File: src/rtl/wchan_rr_arbiter.sv
// Packet-granular round-robin arbiter sharing one TX_channel write-data path between N requesters.
// Define ARB_WATCHDOG_EN to release a grant whose owner stalls for TIMEOUT cycles.
module wchan_rr_arbiter #(
  parameter int N         = 4,
  parameter int WIDTH     = 8,
  parameter int MAX_BEATS = 16,
  parameter int TIMEOUT   = 32
) (
  input  logic                 ACLK,
  input  logic                 ARESETn,
  input  logic [N-1:0]         req_valid,
  input  logic [N*WIDTH-1:0]   req_data,
  input  logic [N-1:0]         req_last,
  output logic [N-1:0]         req_ready,
  output logic                 m_valid,
  output logic [WIDTH-1:0]     m_data,
  output logic                 m_last,
  output logic [$clog2(N)-1:0] m_src,
  input  logic                 m_ready,
  output logic                 busy,
  output logic                 err_timeout
);

  localparam int IDX_W = $clog2(N);
  localparam int CNT_W = $clog2(MAX_BEATS + 1);

  typedef enum logic {IDLE = 1'b0, LOCK = 1'b1} state_t;

  state_t           state;
  state_t           next_state;
  logic [IDX_W-1:0] rr_ptr;
  logic [IDX_W-1:0] gnt;
  logic [IDX_W-1:0] gnt_inc;
  logic [IDX_W-1:0] winner;
  logic [IDX_W-1:0] cand;
  int               cand_idx;
  logic [CNT_W-1:0] beat_cnt;
  logic [WIDTH-1:0] beat_data;
  logic             beat_last;
  logic             out_free;
  logic             xfer;
  logic             release_gnt;
  logic             wd_fire;

  // Scan from the far end back toward rr_ptr so the nearest requester wins.
  always_comb begin
    winner   = '0;
    cand     = '0;
    cand_idx = 0;
    for (int k = N - 1; k >= 0; k--) begin
      cand_idx = (int'(rr_ptr) + k) % N;
      cand     = IDX_W'(cand_idx);
      if (req_valid[cand]) winner = cand;
    end
  end

  assign gnt_inc   = (gnt == IDX_W'(N - 1)) ? '0 : gnt + 1'b1;
  assign beat_data = req_data[gnt*WIDTH +: WIDTH];
  assign beat_last = req_last[gnt] || (beat_cnt == CNT_W'(MAX_BEATS - 1));
  assign out_free  = !m_valid || m_ready;

`ifdef ARB_WATCHDOG_EN
  localparam int STALL_W = $clog2(TIMEOUT + 1);

  logic [STALL_W-1:0] stall_cnt;

  always_ff @(posedge ACLK or negedge ARESETn) begin
    if (!ARESETn) begin
      stall_cnt <= '0;
    end else if (state != LOCK || req_valid[gnt] || wd_fire) begin
      stall_cnt <= '0;
    end else begin
      stall_cnt <= stall_cnt + 1'b1;
    end
  end
`endif

  always_comb begin
    next_state  = state;
    req_ready   = '0;
    xfer        = 1'b0;
    release_gnt = 1'b0;
    wd_fire     = 1'b0;
    case (state)
      IDLE: begin
        if (|req_valid) next_state = LOCK;
      end
      LOCK: begin
        req_ready[gnt] = out_free;
        xfer           = req_valid[gnt] && out_free;
`ifdef ARB_WATCHDOG_EN
        wd_fire        = !req_valid[gnt] && (stall_cnt == STALL_W'(TIMEOUT - 1));
`endif
        release_gnt    = (xfer && beat_last) || wd_fire;
        if (release_gnt) next_state = IDLE;
      end
      default: next_state = IDLE;
    endcase
  end

  always_ff @(posedge ACLK or negedge ARESETn) begin
    if (!ARESETn) state <= IDLE;
    else          state <= next_state;
  end

  // Grant, pointer and beat counter
  always_ff @(posedge ACLK or negedge ARESETn) begin
    if (!ARESETn) begin
      gnt      <= '0;
      rr_ptr   <= '0;
      beat_cnt <= '0;
    end else begin
      if (state == IDLE && |req_valid) gnt <= winner;
      if (release_gnt) begin
        rr_ptr   <= gnt_inc;
        beat_cnt <= '0;
      end else if (xfer) begin
        beat_cnt <= beat_cnt + 1'b1;
      end
    end
  end

  // Output register stage: hold under backpressure, replace on same-cycle drain + transfer
  always_ff @(posedge ACLK or negedge ARESETn) begin
    if (!ARESETn) begin
      m_valid <= 1'b0;
      m_data  <= '0;
      m_last  <= 1'b0;
      m_src   <= '0;
    end else if (xfer) begin
      m_valid <= 1'b1;
      m_data  <= beat_data;
      m_last  <= beat_last;
      m_src   <= gnt;
    end else if (m_ready) begin
      m_valid <= 1'b0;
    end
  end

  assign busy        = (state == LOCK) || m_valid;
  assign err_timeout = wd_fire;

endmodule

File: config.mk
export PLATFORM = sky130hd
export DESIGN_NAME = wchan_rr_arbiter
export DESIGN_NICKNAME = d
export VERILOG_FILES = /design/src/rtl/wchan_rr_arbiter.sv
export SDC_FILE = /design/constraint.sdc
export NUM_CORES = 1
export LEC_CHECK = 0
export BUFFER_PORTS_ARGS = -buffer_cell sky130_fd_sc_hd__buf_4
export CORE_MARGIN = 10
export CORE_UTILIZATION = 46
export DETAILED_ROUTE_END_ITERATION = 10
export PLACE_DENSITY_LB_ADDON = 0.15
export SLEW_MARGIN = 5
export SYNTH_ARGS = -nofsm -noshare
export SYNTH_HDL_FRONTEND = slang
export SYNTH_SLANG_ARGS = --single-unit
File: constraint.sdc
create_clock -name ACLK -period 2.13 [get_ports ACLK]
set_input_delay 0.213 -clock ACLK [delete_from_list [all_inputs] [get_ports ACLK]]
set_output_delay 0.213 -clock ACLK [all_outputs]
set_load 0.01 [all_outputs]
== Word level (Yosys, flattened, before mapping) ==
Index checks and enable logic that the tools add are counted.

* Output and inout bits: 18
* Bits in registers: 22
* Logic and storage cells: 64
* Input port bits: 43

* Mux-type cells: 29
* Shift operators: 1
* Order comparisons: 6
* $add $sub $neg: 5
* Equal/unequal tests: 2
* Reductions and logical operators: 11
* Bitwise gates (word level): 2

{| class="wikitable"
|+ Operators with widths
! cell !! count
|-
| 32-bit by 6-bit variable part select with 8-bit output || 1
|-
| 2-bit by 3-bit < comparator with 1-bit output, second input constant || 5
|-
| 1-bit two-way mux || 13
|-
| 1-bit binary-select mux with 2-bit select || 6
|-
| 2-bit two-way mux || 5
|-
| 5-bit two-way mux || 2
|-
| 5-bit by 1-bit adder with 5-bit output, second input constant || 1
|-
| 5-bit by 4-bit equality test with 1-bit output, second input constant || 1
|-
| 2-bit by 1-bit adder with 2-bit output, second input constant || 2
|-
| 2-bit adder, second input constant || 2
|-
| 4-bit bitwise AND || 1
|-
| 1-bit logical AND || 4
|-
| 4-bit two-way mux || 1
|-
| 2-bit nonzero test || 2
|-
| 4-bit OR reduction || 1
|-
| 1-bit logical OR || 3
|-
| 1-bit demux with 2-bit select || 1
|-
| 2-bit equality test, second input constant || 1
|-
| 2-bit by 1-bit greater-or-equal comparator with 1-bit output, second input constant || 1
|-
| 1-bit case mux with 2 select lines || 1
|-
| 1-bit logical NOT || 1
|-
| 1-bit inverter || 1
|}

== Longest topological paths before layout ==
Gate-level depths: netlist of run 1.

* Depth in word-level cells: 7
* Depth in mapped cells: 6
* Depth with buffers taken out: 6

== Worst setup path after synthesis of run 1 ==
Ideal clock, no wire load.

* Path type: register -> register
* From: register gnt[1]
* To: register m_data[1]
* Arrival time: 1.542 ns
* Slack: 0.463 ns
* Library setup time: 0.125 ns
* Data required time: 2.005 ns
* Stages on the path, launching flop included: 5
* Clock period less this slack: 1.667 ns
* Path buffers: 1
* Path through: dfrtp_1 mux4_2 and3_4 buf_6 mux2_4

* Cells in the longest elaborated chain, start to end: 4
* Elaborated cells on any way between the ends: 5
* Those cells by class: shift: 1; mux: 3; reduce/logical: 1

{| class="wikitable"
|+ Ends and longest elaborated chain
! item !! RTL line !! RTL
|-
| from (decl) || 32 || <nowiki>logic [IDX_W-1:0] gnt;</nowiki>
|-
| from (signal assigned) || 113 || <nowiki>if (state == IDLE && |req_valid) gnt <= winner;</nowiki>
|-
| parallel branches: the longest is 4 deep, another holds 32-bit by 6-bit variable part select with 8-bit output || n/a ||
|-
| to (signal assigned) || 132 || <nowiki>m_data <= beat_data;</nowiki>
|-
| to (decl) || 16 || <nowiki>output logic [WIDTH-1:0] m_data,</nowiki>
|}

Several ways; the timed one is not identified. The select of a mux whose other input is x is not followed.
A chain may end at the register's enable or synchronous reset.

== Worst setup path in the final report of run 1 ==
* From: register gnt[0]
* To: register beat_cnt[2]

* Cells in the longest elaborated chain, start to end: 6
* Elaborated cells on any way between the ends: 11
* Those cells by class: mux: 7; reduce/logical: 4

{| class="wikitable"
|+ Ends and longest elaborated chain
! item !! RTL line !! RTL
|-
| 1-bit binary-select mux with 2-bit select (on tied branches) || 90, 59 ||
|-
| 1-bit two-way mux (on tied branches) || 90, 59 ||
|-
| 1-bit logical AND or 1-bit logical OR (tied branches) || 90, 59 ||
|-
| 1-bit logical AND || 94 || <nowiki>release_gnt = (xfer && beat_last) || wd_fire;</nowiki>
|-
| 1-bit two-way mux || 84 || <nowiki>case (state)</nowiki>
|-
| 5-bit two-way mux or 2-bit nonzero test (tied branches) || n/a ||
|-
| to (signal assigned) || 118 || <nowiki>beat_cnt <= beat_cnt + 1'b1;</nowiki>
|-
| to (decl) || 37 || <nowiki>logic [CNT_W-1:0] beat_cnt;</nowiki>
|}

Several ways; a longest one is shown, not always the timed one. The select of a mux whose other input is x is not followed.

==> results of run 1 <==
[layer usage]
layer / part of all wire [%] / track usage [%]
met1: 35 / 14.4
met5: 0 / 0
met3: 7.2 / 5.72
met2: 57 / 24.3
met4: 0.67 / 1.24
[critical path: cells and delay by family (launching register included)]
kind               cells  cell delay (ns)
muxes                  1             0.57
AOI/OAI and AO/OA      1             0.25
and+or+nand+nor        2             0.32
DFF                    1             0.53
[logic make-up after synthesis]
family                     count (synthesis)  synth area share, %
muxes                                     22                 28.5
DFF                                       22                 40.9
and+or+nand+nor                           31                 12.6
other                                      1                0.279
buffers and inverters                     12                 4.37
adders and majority gates                  6                 5.58
AOI/OAI and AO/OA                         17                 7.81
[state kept, by name (all words and copies together) (netlist names)]
register  cells
gnt           2
m_data        8
m_src         2
m_last        1
beat_cnt      5
m_valid       1
state         1
rr_ptr        2
[worst max path at each step]
stage                                  start                 endpoint  slack, ns  cells past startpoint
after CTS                 gnt[0]$_DFFE_PN0P_  beat_cnt[2]$_DFFE_PN0P_       0.36                      4
after detailed placement  gnt[0]$_DFFE_PN0P_  beat_cnt[2]$_DFFE_PN0P_       0.37                      4
after floorplan           gnt[1]$_DFFE_PN0P_    m_data[1]$_DFFE_PN0P_       0.46                      4
after global placement    gnt[0]$_DFFE_PN0P_    rr_ptr[1]$_DFFE_PN0P_       0.44                      4
after global routing      gnt[0]$_DFFE_PN0P_  beat_cnt[2]$_DFFE_PN0P_       0.23                      4
final                     gnt[0]$_DFFE_PN0P_  beat_cnt[2]$_DFFE_PN0P_       0.36                      4
[repair_timing]
| item | in CTS | in global routing |
|---|---|---|
| endpoints found under the setup margin | 0 | 0 |
| hold endpoints to repair | 22 | 0 |
| hold buffers | 1 | 0 |
[cell usage in the layout, fill, tap and decap left out, types with 5 or more instances in the layout]
| cell | count |
|---|---|
| and3_1 | 5 |
| buf_4 | 62 |
| dfrtp_1 | 22 |
| ha_1 | 6 |
| inv_1 | 6 |
| mux2_4 | 7 |
| mux4_2 | 10 |
| nand2_1 | 9 |
| nand3_1 | 5 |
| o21ai_0 | 6 |
[cell type report]
cell class	count	area share [%]
clock buffers	3	1.22
inverters	6	1.22
multi-input cells	77	39.9
flip-flops and latches	22	29.8
well taps	31	2.10
repair buffers	63	25.8
[per-stage QoR]
stage,hold WS (ns),util (%),total power [W]
CTS,0.248,66.4,0.00240
global route,0.281,66.4,0.00254
floorplan,-0.0826,-,0.00170
detailed placement,0.120,65.2,0.00220
global placement,0.119,65.2,0.00216
finish,0.270,66.4,0.00236
[where the power goes]
part           internal (W)  leakage [nW]  switching, W
clock network     0.0000659        0.0138      0.000118
logic              0.000788         0.612      0.000598
registers          0.000615         0.267      0.000177
total               0.00147         0.893      0.000893
==> impl_metrics.py, run 1 <==
metrics = {
    "critical_path": {
        "critical_path_class": "register to register",
        "slowest_stage": "mux4_2",
        "required_ns": 2.33,
        "cp_cell_sequence": "mux4_2, nor2_4, nand2_1, o311ai_1",
        "cp_max_fo": 8,
        "r2r_cells": 4,
        "r2r-start": "gnt[0]$_DFFE_PN0P_",
        "worst_setup_path_end_kind": "register",
        "r2r_slack_ns": 0.36,
        "timing.rr.end": "beat_cnt[2]$_DFFE_PN0P_",
        "max_stage_delay_ns": 0.57,
        "start_kind": "register",
        "worstPathArrival_ns": 1.97,
    },
    "logic_synthesis": {
        "syn_area_um2": 1350,
        "syn_inst": 111,
        "post-synth-top-count-cell": "dfrtp_1",
        "synth_cell_types": 31,
        "syn-num-nets": 160,
        "synth_top_area_cell": "dfrtp_1",
        "synth_common_cells": "22 x dfrtp_1, 10 x mux4_2, 9 x nand2_1",
        "synth-main-ff-cell": "dfrtp_1",
        "yosys.area.top_type_share_pct": 40.9,
        "synth-seq-area-share_pct": 40.9,
        "avgSynthCellArea_um2": 12.1,
        "synthArstFlopShare_pct": 100,
        "synth-edff-count": 0,
        "synth-seq-cells": 22,
        "yosys_warnings": 0,
        "synthTopCellsByArea": "dfrtp_1 41%, mux4_2 17%, mux2_4 7.8%",
    },
    "clock_tree": {
        "clock_path_buffers": 2,
        "cts.sinks": 22,
        "numCtsBuffers": 3,
        "cts_tree": "done",
        "clock_latency_ns": 0.30,
        "cts_root_buf": "clkbuf_4",
        "cts_htree_levels": 1,
        "cts_setup_buffers": 0,
        "cts_resized": 0,
        "clk_pin_slew_worst_paths_ns": 0.12,
    },
    "timing": {
        "fmax_ghz": 0.564,
        "grt_setup_unrepaired": "no",
        "finalSetupViolCount": 0,
        "finalCritPeriodShare_pct": 83.2,
        "fin_ws_ns": 0.358,
        "setup_tns_ns": 0,
        "fin_skew_ns": 0.00932,
        "slew_viol_final": 0,
        "fin_crit_ns": 1.77,
        "final_hold_viol_count": 0,
    },
    "drt": {
        "wire_per_inst_um": 18.5,
        "firstDrtPassIters": 4,
        "drt_first_iter_violations": 54,
        "vias": 1129,
        "drt-vias-per-instance": 5.59,
        "antenna_left": 0,
        "route.detailed.drc": 0,
        "routed_wl_mm": 3.75,
    },
    "floorplan": {
        "core-area_um2": 2780,
        "start_util_pct": 48.4,
        "die_x_um": 74.1,
        "die-area_um2": 5490,
        "die_y_um": 74.1,
        "row_count": 19,
        "io_pins": 61,
    },
    "finish": {
        "antenna_cells": 0,
        "syn_to_final_growth_pct": 37.2,
        "layout-drive-gt1-share_pct": 50.9,
        "ff_latch_area_um2": 551,
        "fin_area_um2": 1850,
        "final_cells": 202,
        "final_nets": 222,
        "multi_input_area_um2": 736,
        "nFillCells": 223,
    },
    "placed_design": {
        "gp_congestion": 0.804,
        "dp_hpwl_mm": 3.08,
        "placed_area_um2": 1810,
        "dp.cells": 198,
        "pre_cts_slack_ns": 0.367,
        "portBuffers": 59,
    },
    "power_and_ir_drop": {
        "p_leak_nw": 0.893,
        "peakVddDrop_mv": 0.864,
        "power_density_nw_per_um2": 1280,
    },
    "global_route": {
        "grt.overflow.total": 0,
        "grt_pass1_vias": 1217,
        "grt_antenna_before_repair": 0,
        "grt_pass1_wl_mm": 5.74,
        "grt_usage_pct": 13.3,
        "grt_max_degree": 23,
    },
    "min_path": {
        "holdPathStages": 3,
        "min_from": "req_valid[3]",
        "hold_end": "gnt[1]$_DFFE_PN0P_",
        "hold_path.class": "input pin to register",
    },
    "job": {
        "maxCapViolations": 0,
    },
    "status": {
        "outcome": "finished clean",
    },
}
Note: power is estimated with default switching activity, not from simulation.
==> run 2, diff against run 1 <==
--- a/config.mk
+++ b/config.mk
@@ -7,7 +7,7 @@
 export LEC_CHECK = 0
 export BUFFER_PORTS_ARGS = -buffer_cell sky130_fd_sc_hd__buf_4
 export CORE_MARGIN = 10
-export CORE_UTILIZATION = 46
+export CORE_UTILIZATION = 42
 export DETAILED_ROUTE_END_ITERATION = 10
 export PLACE_DENSITY_LB_ADDON = 0.15
 export SLEW_MARGIN = 5
==> constraint.sdc (replaced) <==
create_clock -name ACLK -period 1.6 [get_ports ACLK]
set_input_delay 0.16 -clock ACLK [delete_from_list [all_inputs] [get_ports ACLK]]
set_output_delay 0.16 -clock ACLK [all_outputs]
set_load 0.01 [all_outputs]
==> impl_metrics.py, run 2 (synthesis results as in run 1) <==
metrics = {
    "clock_tree": {
        "clock_latency_ns": 0.30,
        "cts.sinks": 22,
        "cts_root_buf": "clkbuf_4",
        "clk_pin_slew_worst_paths_ns": 0.13,
        "numCtsBuffers": 3,
        "cts_htree_levels": 1,
        "cts_tree": "done",
        "clock_path_buffers": 2,
    },
    "floorplan": {
        "die_y_um": 76.6,
        "start_util_pct": 44.1,
        "core-area_um2": 3050,
        "die-area_um2": 5870,
        "row_count": 20,
        "die_x_um": 76.6,
        "io_pins": 61,
    },
    "drt": {
        "vias": 1169,
        "drt_first_iter_violations": 46,
        "wire_per_inst_um": 17.3,
        "antenna_left": 0,
        "drt-vias-per-instance": 5.13,
        "firstDrtPassIters": 4,
        "route.detailed.drc": 0,
        "routed_wl_mm": 3.95,
    },
    "global_route": {
        "grt_max_degree": 23,
        "grt_pass1_vias": 1272,
        "grt_antenna_before_repair": 0,
        "grt.overflow.total": 0,
        "grt_pass1_wl_mm": 6.31,
        "grt_usage_pct": 13.2,
    },
    "finish": {
        "largest_reg_flops": 8,
        "mostFrequentLayoutCells": "68 x buf_4, 21 x dfrtp_1, 10 x mux4_2, 8 x nand2_1, 8 x mux2_4",
        "nFillCells": 248,
        "reg_top3": "m_data: 8 flops, beat_cnt: 5 flops",
        "final_nets": 235,
        "top_register": "m_data",
        "utilization_pct": 66.8,
        "antenna_cells": 0,
        "final_common_cell": "buf_4",
        "syn_to_final_growth_pct": 51.5,
        "layout-drive-gt1-share_pct": 59.8,
    },
    "critical_path": {
        "r2r_slack_ns": -0.03,
        "cp_max_fo": 5,
        "worst_setup_path_end_kind": "register",
        "r2r_cells": 4,
        "r2r-start": "gnt[0]$_DFFE_PN0P_",
        "start_kind": "register",
        "required_ns": 1.80,
        "worstPathArrival_ns": 1.83,
        "critical_path_class": "register to register",
        "timing.rr.end": "rr_ptr[1]$_DFFE_PN0P_",
    },
    "placed_design": {
        "pre_cts_slack_ns": -0.0667,
        "dp_hpwl_mm": 3.07,
        "portBuffers": 59,
        "gp_congestion": 0.802,
    },
    "power_and_ir_drop": {
        "power_density_nw_per_um2": 1780,
        "p_leak_nw": 0.975,
        "peakVddDrop_mv": 0.838,
    },
    "min_path": {
        "hold_end": "gnt[1]$_DFFE_PN0P_",
        "min_from": "req_valid[3]",
        "holdPathStages": 3,
        "hold_path.class": "input pin to register",
    },
    "status": {
        "failed_checks": "setup timing",
        "outcome": "complete, but fails checks",
    },
    "timing": {
        "fmax_ghz": 0.615,
        "finalCritPeriodShare_pct": 102,
        "final_hold_viol_count": 0,
        "fin_skew_ns": 0.00889,
        "fin_ws_ns": -0.0253,
        "fin_crit_ns": 1.63,
        "slew_viol_final": 0,
        "grt_setup_unrepaired": "yes",
        "setup_tns_ns": -0.106,
        "finalSetupViolCount": 7,
    },
    "job": {
        "maxCapViolations": 0,
    },
}
## run 2: cell types whose count changed in the layout (fill, tap and decap cells not counted), moves of 2 or more
cell | before | now
inv_1 | 6 | 4
and3_4 | 1 | 3
ha_1 | 6 | 4
ha_2 | 0 | 2
buf_4 | 62 | 68
buf_6 | 0 | 4
buf_12 | 0 | 2
## run 2: area by class of cell
| type | instances | area [um2] | share of cell area, % |
|---|---|---|---|
| clock buffer | 3 | 22.5 | 1.10 |
| inverter | 6 | 25.0 | 1.23 |
| multi-input combinational | 78 | 778 | 38.2 |
| sequential | 22 | 552 | 27.1 |
| tap | 44 | 55.1 | 2.70 |
| timing repair buffer | 75 | 606 | 29.7 |
## run 2: repair_timing
| action | in CTS | in global routing |
|---|---|---|
| gates resized for setup | 9 | 12 |
| hold buffers | 1 | 0 |
| hold endpoints to repair | 22 | 0 |
| cloned | 1 | 0 |
| buffers inserted | 4 | 0 |
| pin swaps | 3 | 1 |
| endpoints found under the setup margin | 15 | 19 |
## run 2: worst max-delay path, stage by stage, from the launching register on
cell	delay (ns)
dfrtp_2	0.46
mux4_2	0.56
nor2_4	0.18
nor2_2	0.06
mux2_2	0.27
## run 2: worst max-delay path by stage
stage / endpoint / startpoint / depth (start not counted) / slack (ns)
3_5_place_dp: beat_cnt[2]$_DFFE_PN0P_ / gnt[0]$_DFFE_PN0P_ / 4 / -0.07
5_1_grt: rr_ptr[1]$_DFFE_PN0P_ / gnt[0]$_DFFE_PN0P_ / 4 / -0.09
3_3_place_gp: m_data[3]$_DFFE_PN0P_ / gnt[0]$_DFFE_PN0P_ / 3 / -0.04
2_1_floorplan: m_data[1]$_DFFE_PN0P_ / gnt[1]$_DFFE_PN0P_ / 4 / -0.07
4_1_cts: beat_cnt[2]$_DFFE_PN0P_ / gnt[0]$_DFFE_PN0P_ / 4 / -0.04
6_report: rr_ptr[1]$_DFFE_PN0P_ / gnt[0]$_DFFE_PN0P_ / 4 / -0.03
## run 2: report_power, final
| part | internal [W] | total (W) | switching, W |
|---|---|---|---|
| clock | 0.0000877 | 0.000254 | 0.000167 |
| sequential | 0.000821 | 0.00103 | 0.000213 |
| combinational | 0.00137 | 0.00233 | 0.000957 |
## run 2: per-layer routing
metal  wire [um]  share of wire, %  global-route usage (%)  vias to the layer above
met5           0                 0                       0                        -
met1        1580                40                    15.2                      583
met4          11              0.28                    2.60                        0
met2        2220                56                    24.5                       25
met3         140               3.5                    2.36                        2
li1            -                 -                       -                      559
## run 2: stage by stage
| stage | std cells | hold slack [ns] | total power (W) | cell area [um2] |
|---|---|---|---|---|
| 2_1_floorplan | 111 | -0.136 | 0.00226 | 1350 |
| 3_3_place_gp | 219 | 0.0691 | 0.00303 | 1890 |
| 3_5_place_dp | 219 | 0.0686 | 0.00308 | 1890 |
| 4_1_cts | 228 | 0.196 | 0.00356 | 2000 |
| 5_1_grt | 228 | 0.213 | 0.00388 | 2040 |
| 6_report | 228 | 0.204 | 0.00362 | 2040 |
==> run 3, diff against run 2 <==
--- a/config.mk
+++ b/config.mk
@@ -7,7 +7,8 @@
 export LEC_CHECK = 0
 export BUFFER_PORTS_ARGS = -buffer_cell sky130_fd_sc_hd__buf_4
 export CORE_MARGIN = 10
-export CORE_UTILIZATION = 42
+export CORE_UTILIZATION = 44
+export CTS_BUF_LIST = sky130_fd_sc_hd__clkbuf_2
 export DETAILED_ROUTE_END_ITERATION = 10
 export PLACE_DENSITY_LB_ADDON = 0.15
 export SLEW_MARGIN = 5
==> impl_metrics.py, run 3 (synthesis results as in run 1) <==
metrics = {
    "status": {
        "outcome": "complete, but fails checks",
        "failed_checks": "setup timing",
    },
    "power_and_ir_drop": {
        "p_leak_nw": 0.965,
        "power_density_nw_per_um2": 1760,
        "peakVddDrop_mv": 0.778,
        "p_total_w": 0.00361,
    },
    "critical_path": {
        "max_stage_delay_ns": 0.55,
        "required_ns": 1.85,
        "cp-startpoint": "gnt[1]$_DFFE_PN0P_",
        "r2r_cells": 3,
        "critical_path_class": "register to register",
        "worstPathArrival_ns": 1.88,
        "cp_cell_sequence": "mux4_2, and3_4, mux2_4",
        "timing.rr.end": "m_data[4]$_DFFE_PN0P_",
        "cp_max_fo": 6,
        "worst_setup_path_end_kind": "register",
        "slowest_stage": "mux4_2",
        "r2r-start": "gnt[1]$_DFFE_PN0P_",
        "r2r_slack_ns": -0.03,
        "start_kind": "register",
    },
    "floorplan": {
        "die-area_um2": 5670,
        "row_count": 20,
        "io_pins": 61,
        "die_y_um": 75.3,
        "start_util_pct": 45.2,
        "core-area_um2": 2980,
        "die_x_um": 75.3,
    },
    "placed_design": {
        "dp_hpwl_mm": 3.15,
        "placed_area_um2": 1860,
        "gp_congestion": 0.782,
        "dp.cells": 206,
        "portBuffers": 59,
    },
    "global_route": {
        "grt_max_degree": 23,
        "grt.overflow.total": 0,
        "grt_usage_pct": 13.3,
        "grt_antenna_before_repair": 0,
        "grt_pass1_vias": 1263,
        "grt_pass1_wl_mm": 5.85,
    },
    "clock_tree": {
        "clock_latency_ns": 0.33,
        "numCtsBuffers": 3,
        "cts_htree_levels": 1,
        "cts_root_buf": "clkbuf_2",
        "clk_pin_slew_worst_paths_ns": 0.22,
        "cts.sinks": 22,
        "cts_tree": "done",
        "clock_path_buffers": 2,
    },
    "finish": {
        "mostFrequentLayoutCells": "66 x buf_4, 21 x dfrtp_1, 10 x mux4_2, 8 x nand2_1",
        "layout-drive-gt1-share_pct": 63.0,
        "syn_to_final_growth_pct": 52.7,
        "reg_top3": "m_data: 8 flops, beat_cnt: 5 flops",
        "largest_reg_flops": 8,
        "final_cells": 217,
        "antenna_cells": 0,
        "fin_area_um2": 2050,
        "nFillCells": 218,
        "final_common_cell": "buf_4",
        "top_register": "m_data",
        "final_nets": 234,
    },
    "job": {
        "maxCapViolations": 0,
    },
    "drt": {
        "vias": 1174,
        "drt-vias-per-instance": 5.41,
        "firstDrtPassIters": 4,
        "routed_wl_mm": 4.07,
        "drt_first_iter_violations": 78,
        "antenna_left": 0,
        "wire_per_inst_um": 18.8,
        "route.detailed.drc": 0,
    },
    "timing": {
        "grt_setup_unrepaired": "yes",
        "final_hold_viol_count": 0,
        "fin_skew_ns": 0.00551,
        "finalCritPeriodShare_pct": 102,
        "finalSetupViolCount": 8,
        "fmax_ghz": 0.612,
        "fin_ws_ns": -0.0330,
        "slew_viol_final": 0,
        "setup_tns_ns": -0.206,
        "fin_crit_ns": 1.63,
    },
    "min_path": {
        "holdPathStages": 3,
        "hold_end": "gnt[1]$_DFFE_PN0P_",
        "hold_path.class": "input pin to register",
        "min_from": "req_valid[3]",
    },
}
==> run 3: cell count changes in the layout (fill, tap and decap cells not counted), sizes merged <==
cell | before | now
clkinv | 0 | 1
buf | 74 | 73
==> run 3: metrics by stage <==
stage               hold slack [ns]  utilization, %  setup slack [ns]
floorplan                    -0.136               -           -0.0674
global placement             0.0700            62.5            0.0215
detailed placement           0.0719            62.5           -0.0200
CTS                           0.159            65.9           -0.0421
global route                  0.151            69.0           -0.0749
finish                        0.168            69.0           -0.0330
==> run 3: report_power, final <==
group | internal [W] | total [W] | switching, W
clock network | 0.0000543 | 0.000229 | 0.000175
registers | 0.000819 | 0.00107 | 0.000247
logic | 0.00134 | 0.00231 | 0.000971
total | 0.00221 | 0.00361 | 0.00139
==> run 3: metal layers <==
layer  track usage, %  routed length, um  vias to the layer above
met5                0                  0                        -
met4             3.71                 61                        0
met3             2.99                200                        6
met2             26.3               2280                       27
met1             13.5               1530                      581
li1                 -                  -                      560
==> run 3: how the worst max path moves through the flow <==
stage | slack [ns] | to | cells past startpoint
after global routing | -0.07 | rr_ptr[1]$_DFFE_PN0P_ | 4
final | -0.03 | m_data[4]$_DFFE_PN0P_ | 3
after CTS | -0.04 | m_data[7]$_DFFE_PN0P_ | 3
after detailed placement | -0.02 | beat_cnt[2]$_DFFE_PN0P_ | 6
after global placement | 0.02 | m_data[4]$_DFFE_PN0P_ | 3
after floorplan | -0.07 | m_data[1]$_DFFE_PN0P_ | 4
==> run 3: what timing repair did <==
action                                  in CTS  in global routing
hold buffers                                 1                  0
gates cloned                                 0                  1
endpoints found under the setup margin      14                 19
endpoints found under the hold margin       22                  0
resized for setup                           12                 20
pin swaps                                    2                  8
setup buffers                                5                  0
==> run 3: critical path, delay by kind of cell, from the launching register on <==
kind             cells  cell delay, ns
multiplexers         2            0.86
flip-flops           1            0.44
AND/OR/NAND/NOR      1            0.25
==> run 3: area by class of cell <==
type	instances	area, um2	area share (%)
inverter	6	30.0	1.46
sequential	22	552	26.9
clock buffer	3	15.0	0.731
multi-input combinational	78	828	40.3
clock inverter	1	3.75	0.183
tap	33	41.3	2.01
timing repair buffer	74	584	28.4
